<file path="config.mk">
export PLATFORM = sky130hd
export DESIGN_NAME = led_frame_scheduler
export DESIGN_NICKNAME = d
export VERILOG_FILES = /design/src/rtl/led_frame_scheduler.sv
export SDC_FILE = /design/constraint.sdc
export NUM_CORES = 1
export LEC_CHECK = 0
export ABC_AREA = 1
export BUFFER_PORTS_ARGS = -buffer_cell sky130_fd_sc_hd__buf_2
export CAP_MARGIN = 30
export CORE_UTILIZATION = 59
export CTS_CLUSTER_SIZE = 12
export DETAILED_ROUTE_END_ITERATION = 10
export PLACE_DENSITY = 0.87
export SETUP_SLACK_MARGIN = 0.15
export SLEW_MARGIN = 20
export SYNTH_ARGS = -nofsm -noshare
export SYNTH_HDL_FRONTEND = slang
export SYNTH_SLANG_ARGS = --single-unit
</file>
<file path="constraint.sdc">
create_clock -name clk_in -period 4.5 [get_ports clk_in]
set_clock_uncertainty 0.2 [all_clocks]
set_input_delay 0.675 -clock clk_in [delete_from_list [all_inputs] [get_ports clk_in]]
set_output_delay 0.675 -clock clk_in [all_outputs]
set_load 0.05 [all_outputs]
</file>
<file path="src/rtl/led_frame_scheduler.sv">
// Frame sequencer for led_driver: fetches NUM_LED pixel words from a synchronous
// RAM, hands them to the driver one at a time, then holds the strip latch gap.
module led_frame_scheduler #(
  parameter int NUM_LED        = 10,
  parameter int LATCH_CYCLES   = 8000,
  parameter int TIMEOUT_CYCLES = 4096,
  parameter int IDX_W          = (NUM_LED > 1) ? $clog2(NUM_LED) : 1
) (
  input  logic             clk_in,
  input  logic             rst_n_in,
  input  logic             start_in,
  input  logic             continuous_in,
  output logic [IDX_W-1:0] pixel_addr_out,
  input  logic [23:0]      pixel_data_in,
  output logic [23:0]      led_rgb_out,
  output logic             led_valid_out,
  input  logic             led_finished_in,
  output logic             busy_out,
  output logic             frame_done_out,
  output logic             error_out
);
  localparam int LAT_W = (LATCH_CYCLES > 1) ? $clog2(LATCH_CYCLES) : 1;
  localparam int TO_W  = (TIMEOUT_CYCLES > 1) ? $clog2(TIMEOUT_CYCLES) : 1;
  localparam logic [IDX_W-1:0] LAST_IDX = IDX_W'(NUM_LED - 1);
  localparam logic [LAT_W-1:0] LAT_TC   = LAT_W'(LATCH_CYCLES - 1);
  localparam logic [TO_W-1:0]  TO_TC    = TO_W'(TIMEOUT_CYCLES - 1);

  typedef enum logic [2:0] {S_IDLE, S_FETCH, S_LOAD, S_WAIT, S_LATCH} state_e;

  state_e           state_q, state_d;
  logic [IDX_W-1:0] idx_q, idx_d;
  logic [LAT_W-1:0] lat_cnt_q, lat_cnt_d;
  logic [TO_W-1:0]  to_cnt_q, to_cnt_d;
  logic [23:0]      rgb_q, rgb_d;
  logic             valid_q, valid_d;
  logic             busy_q, busy_d;
  logic             done_q, done_d;
  logic             err_q, err_d;

  always_comb begin
    state_d   = state_q;
    idx_d     = idx_q;
    lat_cnt_d = lat_cnt_q;
    to_cnt_d  = to_cnt_q;
    rgb_d     = rgb_q;
    valid_d   = 1'b0;
    done_d    = 1'b0;
    err_d     = err_q;
    unique case (state_q)
      S_IDLE: begin
        // Only an explicit start clears a previous timeout; auto-restart keeps it.
        if (start_in || continuous_in) begin
          if (start_in) err_d = 1'b0;
          idx_d   = '0;
          state_d = S_FETCH;
        end
      end
      S_FETCH: state_d = S_LOAD;
      S_LOAD: begin
        rgb_d    = pixel_data_in;
        valid_d  = 1'b1;
        to_cnt_d = '0;
        state_d  = S_WAIT;
      end
      S_WAIT: begin
        to_cnt_d = to_cnt_q + 1'b1;
        if (led_finished_in) begin
          if (idx_q == LAST_IDX) begin
            lat_cnt_d = '0;
            state_d   = S_LATCH;
          end else begin
            idx_d   = idx_q + 1'b1;
            state_d = S_FETCH;
          end
        end else if (to_cnt_q == TO_TC) begin
          err_d     = 1'b1;
          lat_cnt_d = '0;
          state_d   = S_LATCH;
        end
      end
      S_LATCH: begin
        if (lat_cnt_q == LAT_TC) begin
          lat_cnt_d = '0;
          done_d    = 1'b1;
          if (continuous_in) begin
            idx_d   = '0;
            state_d = S_FETCH;
          end else begin
            state_d = S_IDLE;
          end
        end else begin
          lat_cnt_d = lat_cnt_q + 1'b1;
        end
      end
      default: state_d = S_IDLE;
    endcase
    busy_d = (state_d != S_IDLE);
  end

  always_ff @(posedge clk_in or negedge rst_n_in) begin
    if (!rst_n_in) begin
      state_q   <= S_IDLE;
      idx_q     <= '0;
      lat_cnt_q <= '0;
      to_cnt_q  <= '0;
      rgb_q     <= '0;
      valid_q   <= 1'b0;
      busy_q    <= 1'b0;
      done_q    <= 1'b0;
      err_q     <= 1'b0;
    end else begin
      state_q   <= state_d;
      idx_q     <= idx_d;
      lat_cnt_q <= lat_cnt_d;
      to_cnt_q  <= to_cnt_d;
      rgb_q     <= rgb_d;
      valid_q   <= valid_d;
      busy_q    <= busy_d;
      done_q    <= done_d;
      err_q     <= err_d;
    end
  end

  assign pixel_addr_out = idx_q;
  assign led_rgb_out    = rgb_q;
  assign led_valid_out  = valid_q;
  assign busy_out       = busy_q;
  assign frame_done_out = done_q;
  assign error_out      = err_q;
endmodule

</file>
==> out/qor.json, run 1 <==
{
  "synth": {
    "synth.distinct_cells": 29,
    "syn_nets": 422,
    "synth_top_cell_area_share": 0.4994,
    "synth_area_leader_cell": "dfrtp_1",
    "synth_seq_area_share": 0.4994,
    "yosys_register_bits": 60,
    "syn_area_sq_mm": 0.003007,
    "syn_avg_cell_area_sq_um": 7.729,
    "synthTopCellsByArea": "dfrtp_1 (50%), nand2_1 (21%), nand3_1 (5.0%), inv_1 (3.9%), nor2_1 (3.7%)",
    "postSynthCellCount": 389,
    "synth-warning-count": 0
  },
  "floorplan": {
    "die_y_um": 73.39,
    "floorplan.core_area_sq_mm": 0.004817,
    "floorplan.rows": 25,
    "floorplan.initialDensity": 0.6242,
    "die-width_um": 73.39,
    "pin_count": 61,
    "total_die_area_sq_mm": 0.005385
  },
  "grt": {
    "antenna_violations_before_repair": 0,
    "grt_pass1_vias": 2365,
    "grt_use_total": 0.2456,
    "grt_use_met2": 0.4136,
    "grt_overflow": 0,
    "grt_start_max_net_pins": 61,
    "wire_length_of_the_first_global_routing_pass_mm": 9.860,
    "globalRoute.busiestLayer": "met2",
    "grtUsageMet1": 0.2862,
    "use_met3": 0.07407
  },
  "sta": {
    "hold_violations": 0,
    "layout_worst_path_cycle_share": 0.4761,
    "timing.final.setup_violations": 0,
    "fin_tns_setup_ns": 0,
    "max_freq_mhz": 466.7,
    "max-slew-margin-rel": 0.5135,
    "drv_slew": 0,
    "shortest_period_the_worst_path_allows_ns": 2.143,
    "rsz0062_at_grt": "false",
    "worst_slew_pin_slew_ns": 0.7297
  },
  "cts": {
    "cts_num_sinks": 60,
    "tritoncts": "done",
    "ctsHoldBuffers": 0,
    "number_of_clock_buffers_inserted_by_tritoncts": 9,
    "worstSkewPairLatency_ns": 0.35,
    "clock_tree.root_cell": "clkbuf_8",
    "clkSlewWorstSetupHoldPaths_ns": 0.07,
    "ctsHtreeMaxLevel": 3,
    "cts_max_path_buffers": 2,
    "cts_setup_buffers": 0,
    "cts-resized-gates": 0
  },
  "finish": {
    "filler_cell_count": 374,
    "drive_gt1_frac": 0.1969,
    "most_common_library_cell_in_the_layout_ignoring_fill_and_taps": "nand2_1",
    "final_nets": 485,
    "multi_input_gate_area_in_the_final_layout_sq_mm": 0.001305,
    "ff_latch_area_sq_mm": 0.001501,
    "syn_to_final_growth_pct": 17.94,
    "final_cell_mix": "nand2_1 (165), dfrtp_1 (60), buf_2 (60), inv_1 (31)",
    "antennaDiodeCount": 0
  },
  "detailed_routing": {
    "ant_nets": 0,
    "wire_per_inst_um": 11.77,
    "dr_total_vias": 2690,
    "drc_errors": 0,
    "number_of_iterations_in_the_first_detailed_routing_pass": 4,
    "first_iter_violations": 239,
    "routed_via_density": 5.134,
    "totalWireLength_mm": 6.170
  },
  "setup_path": {
    "cp_slowest_cell": "nor2_4",
    "worst_setup_path_end_kind": "register",
    "worstPathArrival_ns": 2.23,
    "critical_path.cell_chain": "inv_2 -> nand2_2 -> nor2_4 -> inv_2 -> nand2_1 -> nor2_1 -> nand3_1 -> inv_1 -> nand2_1",
    "slowest_delay_ns": 0.47,
    "setup.worst_path.start_class": "register",
    "crit_required_ns": 4.59,
    "timing.critical_path.fanout_max": 30,
    "timing.setup.critical_path_class": "register to register",
    "r2r-start": "state_q[2]$_DFF_PN0_",
    "worst_setup_path_startpoint": "state_q[2]$_DFF_PN0_"
  },
  "pwr": {
    "worst_ir_drop_vdd_v": 0.0003862,
    "power_leakage_nw": 1.903,
    "pwr_density_cell_mw_per_mm2": 726.1,
    "total_power_mw": 2.575
  },
  "status": {
    "outcome": "complete, no violations"
  },
  "place": {
    "dp_hpwl_mm": 4.360,
    "port_buffers": 60,
    "globalplace.congestion": 0.8582
  },
  "run": {
    "maxCapViolCount": 0
  },
  "worst_hold_path": {
    "min_path_type": "input pin to async pin"
  }
}
==> state kept, by name (all words and copies together), names as in the netlist <==
register and count:
busy_out 1, error_out 1, frame_done_out 1, lat_cnt_q 13
led_rgb_out 24, led_valid_out 1, pixel_addr_out 4, state_q 3
to_cnt_q 12
==> logic make-up after synthesis <==
group	count (synthesis)	synth area share
AO/OA/AOI/OAI	28	0.05534
adder cells (fa/ha/maj)	4	0.01665
XOR/XNOR	4	0.01165
flip-flops	60	0.4994
buffers and inverters	44	0.06658
multiplexers	1	0.003329
AND/OR/NAND/NOR	248	0.3471
==> final timing paths <==
path / end / slack, ns / cells after the start
min in group clk_in: led_rgb_out[11]$_DFFE_PN0P_ / 0.26 / 2
max in group asynchronous: to_cnt_q[5]$_DFFE_PN0P_ / 3.34 / 2
worst max register to register: busy_out$_DFF_PN0_ / 2.36 / 9
worst min register to register: led_rgb_out[11]$_DFFE_PN0P_ / 0.26 / 2
worst max-delay path: busy_out$_DFF_PN0_ / 2.36 / 9
worst min-delay path: led_rgb_out[7]$_DFFE_PN0P_ / 0.26 / 2
==> metrics by stage <==
| stage | cells | util | setup WS (ns) | hold WS, ns | area [sq um] |
|---|---|---|---|---|---|
| floorplan | 389 | - | 2.639 | 0.1794 | 3007 |
| global placement | 508 | 0.6912 | 2.422 | 0.2503 | 3329 |
| detailed placement | 508 | 0.6912 | 2.378 | 0.2530 | 3329 |
| CTS | 524 | 0.7361 | 2.357 | 0.2698 | 3546 |
| global route | 524 | 0.7361 | 2.142 | 0.2784 | 3546 |
| finish | 524 | 0.7361 | 2.357 | 0.2608 | 3546 |
==> layer usage <==
layer / vias to the layer above / wire length (um)
met5: - / 0
met4: 0 / 133
met3: 13 / 363
met2: 87 / 2971
met1: 1229 / 2702
li1: 1361 / -
==> cell usage after synthesis, drive strengths merged <==
cell and number:
xnor2 3, buf 8, a21o 2, o211ai 1, mux2i 1, a21oi 1
nor2 34, o31ai 2, nand3 31, o21ai 17, nor3 2, dfrtp 60
o21bai 3, a32o 1, xor2 1, nand4 10, o22ai 1, clkbuf 1
nand2 168, inv 35, nand3b 1, ha 4, or2 2
==> where the power goes <==
part           internal, mW  total, mW  switching [mW]
Combinational         0.284       1.14           0.857
Sequential            0.738      0.904           0.166
Clock                 0.311      0.529           0.218
==> worst max-delay path: cells and delay by family, from the launching register on <==
kind	cells	cell delay [ns]
buffers and inverters	3	0.53
DFF	1	0.40
and+or+nand+nor	6	0.92
==> cell type report <==
| class | count | share of cell area |
|---|---|---|
| Sequential cell | 60 | 0.4234 |
| Multi-Input combinational cell | 285 | 0.3680 |
| Timing Repair Buffer | 61 | 0.08680 |
| Inverter | 35 | 0.03705 |
| Clock buffer | 10 | 0.03599 |
| Clock inverter | 6 | 0.02505 |
| Tap cell | 67 | 0.02364 |
No activity file was read; power rests on OpenSTA's default activity.
==> inputs of run 2 (changes only) <==
- CORE_UTILIZATION: 59 -> 49
- PLACE_DENSITY: 0.87 -> 0.77
- clock period: 4.5 -> 1.9 ns (I/O delays scaled with it)
==> out/qor.json, run 2 (synthesized netlist as in run 1, its figures left out) <==
{
  "setup_path": {
    "crit_required_ns": 1.94,
    "timing.reg2reg.worst_path_depth": 8,
    "timing.setup.critical_path_class": "register to register",
    "worst_path_dominant_cell_family": "simple AND/OR/NAND/NOR gates",
    "worst_setup_path_end_kind": "register",
    "critPathBufInv": 0,
    "reg2reg_to": "pixel_addr_out[2]$_DFFE_PN0P_",
    "critical_path.cell_chain": "nor2_4 -> nand2_2 -> nor2_1 -> nor2_1 -> nor2_4 -> nand2_2 -> nand2_1 -> nand2_1",
    "cp_slowest_cell": "dfrtp_1",
    "r2r_slack_ns": 0.23,
    "critical_path.endpoint": "pixel_addr_out[2]$_DFFE_PN0P_",
    "worst_setup_path_startpoint": "state_q[0]$_DFF_PN0_",
    "critical_path_cell_count": 8,
    "worstPathArrival_ns": 1.71,
    "setup.worst_path.start_class": "register",
    "timing.critical_path.fanout_max": 4,
    "r2r-start": "state_q[0]$_DFF_PN0_",
    "slowest_delay_ns": 0.48
  },
  "cts": {
    "worstSkewPairLatency_ns": 0.35,
    "clock_tree.root_cell": "clkbuf_8",
    "number_of_clock_buffers_inserted_by_tritoncts": 9,
    "cts_max_path_buffers": 2,
    "tritoncts": "done",
    "ctsHtreeMaxLevel": 3,
    "clkSlewWorstSetupHoldPaths_ns": 0.07,
    "cts_num_sinks": 60
  },
  "place": {
    "port_buffers": 60,
    "dpl_worst_slack_ns": 0.1143,
    "place_area_sq_mm": 0.003407,
    "placed_cells": 523,
    "globalplace.congestion": 0.8858,
    "dp_hpwl_mm": 4.607
  },
  "finish": {
    "antennaDiodeCount": 0,
    "most_common_library_cell_in_the_layout_ignoring_fill_and_taps": "nand2_1",
    "ff_latch_area_sq_mm": 0.001506,
    "final_cell_mix": "nand2_1 (163), buf_2 (60), dfrtp_1 (56), inv_1 (31), nand3_1 (28)",
    "final_cell_area_excluding_filler_cells_sq_mm": 0.003924,
    "final_nets": 520,
    "syn_to_final_growth_pct": 30.50,
    "drive_gt1_frac": 0.2276,
    "largest_register_ffs": 24,
    "post_route_non_filler_standard_cell_count": 567,
    "final_core_utilization": 0.6627,
    "filler_cell_count": 483,
    "multi_input_gate_area_in_the_final_layout_sq_mm": 0.001373
  },
  "status": {
    "outcome": "complete, no violations"
  },
  "sta": {
    "worst_slew_pin_slew_ns": 0.3141,
    "fin_tns_setup_ns": 0,
    "hold_violations": 0,
    "drv_slew": 0,
    "max_freq_mhz": 597.6,
    "rsz0062_at_grt": "true",
    "timing.final.setup_violations": 0,
    "max-slew-margin-rel": 0.7906,
    "setup_slack_ns": 0.2267,
    "shortest_period_the_worst_path_allows_ns": 1.673,
    "layout_worst_path_cycle_share": 0.8807,
    "whs_ns": 0.06494
  },
  "pwr": {
    "clock_network_fraction_of_design_power": 0.161,
    "worst_ir_drop_vdd_v": 0.001077,
    "switching_power_mw": 3.061,
    "power_frac_seq": 0.357,
    "pwr_density_cell_mw_per_mm2": 1554,
    "combinationalPowerShare": 0.483,
    "total_power_mw": 6.099,
    "power_leakage_nw": 2.040,
    "swShare": 0.5019,
    "cellInternalPower_mw": 3.038
  },
  "worst_hold_path": {
    "min_path_type": "input pin to register",
    "min-delay-start": "start_in"
  },
  "grt": {
    "grt_overflow": 0,
    "grt_pass1_vias": 2746,
    "wire_length_of_the_first_global_routing_pass_mm": 11.63,
    "antenna_violations_before_repair": 0,
    "grt_start_max_net_pins": 61,
    "grt_use_total": 0.2399
  },
  "floorplan": {
    "die-width_um": 80.33,
    "pin_count": 61,
    "floorplan.core_area_sq_mm": 0.005921,
    "floorplan.rows": 28,
    "floorplan.initialDensity": 0.5078,
    "die_y_um": 80.33,
    "total_die_area_sq_mm": 0.006453
  },
  "detailed_routing": {
    "number_of_iterations_in_the_first_detailed_routing_pass": 4,
    "dr_total_vias": 2872,
    "totalWireLength_mm": 7.073,
    "wire_per_inst_um": 12.47,
    "ant_nets": 0,
    "drc_errors": 0,
    "routed_via_density": 5.065,
    "first_iter_violations": 170
  },
  "run": {
    "maxCapViolCount": 0
  }
}
==> run 2: changes by cell type in the layout (fill, tap and decap cells not counted), sizes merged <==
cell,previous run,this run
bufinv,2,0
clkinv,2,5
buf,61,70
clkbuf,10,9
dlygate4sd3,0,26
==> run 2: worst min-delay path by stage <==
stage	to	slack [ns]	depth (start not counted)
after floorplan	busy_out$_DFF_PN0_	-0.21	0
after global routing	error_out$_DFFE_PN0P_	0.09	4
after global placement	to_cnt_q[3]$_DFFE_PN0P_	0.11	2
final	error_out$_DFFE_PN0P_	0.06	4
after detailed placement	to_cnt_q[3]$_DFFE_PN0P_	0.11	2
after CTS	error_out$_DFFE_PN0P_	0.06	4
==> run 2: metal layers <==
layer | global-route usage | wire, um | up-vias
met4 | 0.1018 | 169 | 0
li1 | - | - | 1440
met1 | 0.2670 | 3072 | 1323
met2 | 0.4231 | 3525 | 93
met5 | 0 | 0 | -
met3 | 0.07273 | 306 | 16
==> run 2: cell type report <==
type | count | share of cell area
clock buffer | 9 | 0.03157
clock inverter | 7 | 0.01116
inverter | 35 | 0.03348
multi-input combinational | 285 | 0.3498
sequential | 60 | 0.3839
tap | 75 | 0.02392
timing repair buffer | 96 | 0.1661
==> run 2: repair_timing <==
action | 4_1_cts | 5_1_grt
pin swaps | 0 | 1
endpoints found under the hold margin | 85 | 0
gates resized for setup | 3 | 14
setup buffers | 0 | 2
endpoints found under the setup margin | 11 | 21
hold buffers | 26 | 0
==> run 2: worst min-delay path, cell delays in order <==
cell,delay [ns]
buf_2,0.10
nand2_1,0.05
o21ai_0,0.06
o31ai_1,0.07
==> run 2: power groups by stage <==
stage	logic, mW	clock network (mW)	registers (mW)
2_1_floorplan	1.20	0	3.11
3_3_place_gp	2.75	0	2.15
3_5_place_dp	2.82	0	2.17
4_1_cts	2.87	1.00	2.15
5_1_grt	3.23	1.06	2.24
6_report	2.94	0.980	2.18
==> inputs of run 3 (changes only) <==
- RECOVER_POWER: default -> 25
==> out/qor.json, run 3 (synthesized netlist as in run 1, its figures left out) <==
{
  "status": {
    "outcome": "complete, no violations"
  },
  "detailed_routing": {
    "ant_nets": 0,
    "number_of_iterations_in_the_first_detailed_routing_pass": 4,
    "totalWireLength_mm": 7.083,
    "drc_errors": 0,
    "first_iter_violations": 174,
    "dr_total_vias": 2874,
    "wire_per_inst_um": 12.49,
    "routed_via_density": 5.069
  },
  "setup_path": {
    "slowest_delay_ns": 0.44,
    "cp_slowest_cell": "dfrtp_2",
    "cell_repeated_most_along_the_worst_path": "nand2_1",
    "timing.critical_path.fanout_max": 6,
    "critPathBufInv": 0,
    "worstPathArrival_ns": 1.71,
    "setup.worst_path.start_class": "register",
    "timing.setup.critical_path_class": "register to register",
    "worst_path_dominant_cell_family": "simple AND/OR/NAND/NOR gates",
    "worst_setup_path_end_kind": "register",
    "crit_required_ns": 1.94,
    "critical_path.cell_chain": "ha_1 -> nand3_1 -> nand2_1 -> nand2_1 -> nand2_1 -> nor2_4 -> nand2_2 -> nand2_1 -> nand2_1"
  },
  "floorplan": {
    "pin_count": 61,
    "floorplan.core_area_sq_mm": 0.005921,
    "die_y_um": 80.33,
    "floorplan.initialDensity": 0.5078,
    "floorplan.rows": 28,
    "total_die_area_sq_mm": 0.006453,
    "die-width_um": 80.33
  },
  "sta": {
    "worst_slew_pin_slew_ns": 0.7960,
    "max-slew-margin-rel": 0.4693,
    "whs_ns": 0.06488,
    "drv_slew": 0,
    "setup_slack_ns": 0.2273,
    "max_freq_mhz": 597.8,
    "hold_violations": 0,
    "layout_worst_path_cycle_share": 0.8804,
    "shortest_period_the_worst_path_allows_ns": 1.673,
    "rsz0062_at_grt": "true",
    "timing.final.setup_violations": 0,
    "fin_tns_setup_ns": 0
  },
  "cts": {
    "ctsHtreeMaxLevel": 3,
    "worstSkewPairLatency_ns": 0.35,
    "clkSlewWorstSetupHoldPaths_ns": 0.07,
    "cts_num_sinks": 60,
    "cts_max_path_buffers": 2,
    "clock_tree.root_cell": "clkbuf_8",
    "tritoncts": "done",
    "number_of_clock_buffers_inserted_by_tritoncts": 9
  },
  "finish": {
    "final_nets": 520,
    "syn_to_final_growth_pct": 30.09,
    "final_cell_area_excluding_filler_cells_sq_mm": 0.003911,
    "largest_register_ffs": 24,
    "antennaDiodeCount": 0,
    "final_cell_mix": "nand2_1 (163), buf_2 (60), dfrtp_1 (56), inv_1 (31), nand3_1 (28)",
    "most_common_library_cell_in_the_layout_ignoring_fill_and_taps": "nand2_1",
    "drive_gt1_frac": 0.2276
  },
  "pwr": {
    "combinationalPowerShare": 0.483,
    "switching_power_mw": 3.062,
    "power_frac_seq": 0.357,
    "total_power_mw": 6.097,
    "worst_ir_drop_vdd_v": 0.001077,
    "pwr_density_cell_mw_per_mm2": 1559,
    "clock_network_fraction_of_design_power": 0.161,
    "cellInternalPower_mw": 3.035,
    "swShare": 0.5023,
    "power_leakage_nw": 2.036
  },
  "grt": {
    "grt_overflow": 0,
    "grt_use_total": 0.2399,
    "grt_start_max_net_pins": 61,
    "grt_pass1_vias": 2746,
    "antenna_violations_before_repair": 0,
    "wire_length_of_the_first_global_routing_pass_mm": 11.63
  },
  "place": {
    "dp_hpwl_mm": 4.607,
    "dpl_worst_slack_ns": 0.1143,
    "port_buffers": 60,
    "globalplace.congestion": 0.8858,
    "place_area_sq_mm": 0.003407
  },
  "run": {
    "maxCapViolCount": 0
  },
  "worst_hold_path": {
    "min_path_type": "input pin to register"
  }
}
[run 3: cell types whose count changed in the layout (fill, tap and decap cells not counted), sizes merged]
| cell | delta |
|---|---|
| buf | -1 |
| clkbuf | +1 |
[run 3: power by group through the flow]
stage          registers (mW)  clock network (mW)  logic [mW]
4_1_cts                  2.15                1.00        2.87
2_1_floorplan            3.11                   0        1.20
3_3_place_gp             2.15                   0        2.75
5_1_grt                  2.24                1.06        3.22
3_5_place_dp             2.17                   0        2.82
6_report                 2.18               0.980        2.94
[run 3: metal layers]
layer	vias up	global-route usage	routed length, um
met5	-	0	0
met4	0	0.1018	172
met3	18	0.07273	306
met2	91	0.4231	3526
met1	1326	0.2670	3078
li1	1439	-	-
[run 3: tightest hold or removal path: cells and delay by family]
kind	cells	cell delay, ns
buffers and inverters	1	0.10
AND/OR/NAND/NOR	1	0.05
AO/OA/AOI/OAI	2	0.13
[run 3: area by class of cell]
cell class,instances,area [sq um]
timing repair buffer,96,639.4
multi-input combinational,285,1373
sequential,60,1506
tap,75,93.84
inverter,35,131.4
fill,485,2009
clock inverter,7,43.79
clock buffer,9,123.9
[run 3: worst paths after layout]
check | start | end | slack (ns) | cells past startpoint
max | pixel_addr_out[0]$_DFFE_PN0P_ | pixel_addr_out[2]$_DFFE_PN0P_ | 0.23 | 9
min | start_in | error_out$_DFFE_PN0P_ | 0.06 | 4
max reg2reg | pixel_addr_out[0]$_DFFE_PN0P_ | pixel_addr_out[2]$_DFFE_PN0P_ | 0.23 | 9
min reg2reg | led_rgb_out[20]$_DFFE_PN0P_ | led_rgb_out[20]$_DFFE_PN0P_ | 0.27 | 2
max in group asynchronous | rst_n_in | state_q[1]$_DFF_PN0_ | 0.46 | 3
min in group asynchronous | rst_n_in | to_cnt_q[0]$_DFFE_PN0P_ | 0.47 | 3
[run 3: stage by stage]
stage | std cells | util
5_1_grt | 567 | 0.6606
2_1_floorplan | 389 | -
3_5_place_dp | 523 | 0.5754
4_1_cts | 565 | 0.6494
6_report | 567 | 0.6606
3_3_place_gp | 523 | 0.5754
[run 3: repair_timing]
| item | CTS | global route |
|---|---|---|
| pin swaps | 0 | 1 |
| endpoints found under the setup margin | 11 | 21 |
| gates resized for setup | 3 | 14 |
| hold endpoints to repair | 85 | 0 |
| buffers inserted | 0 | 2 |
| hold buffers | 26 | 0 |
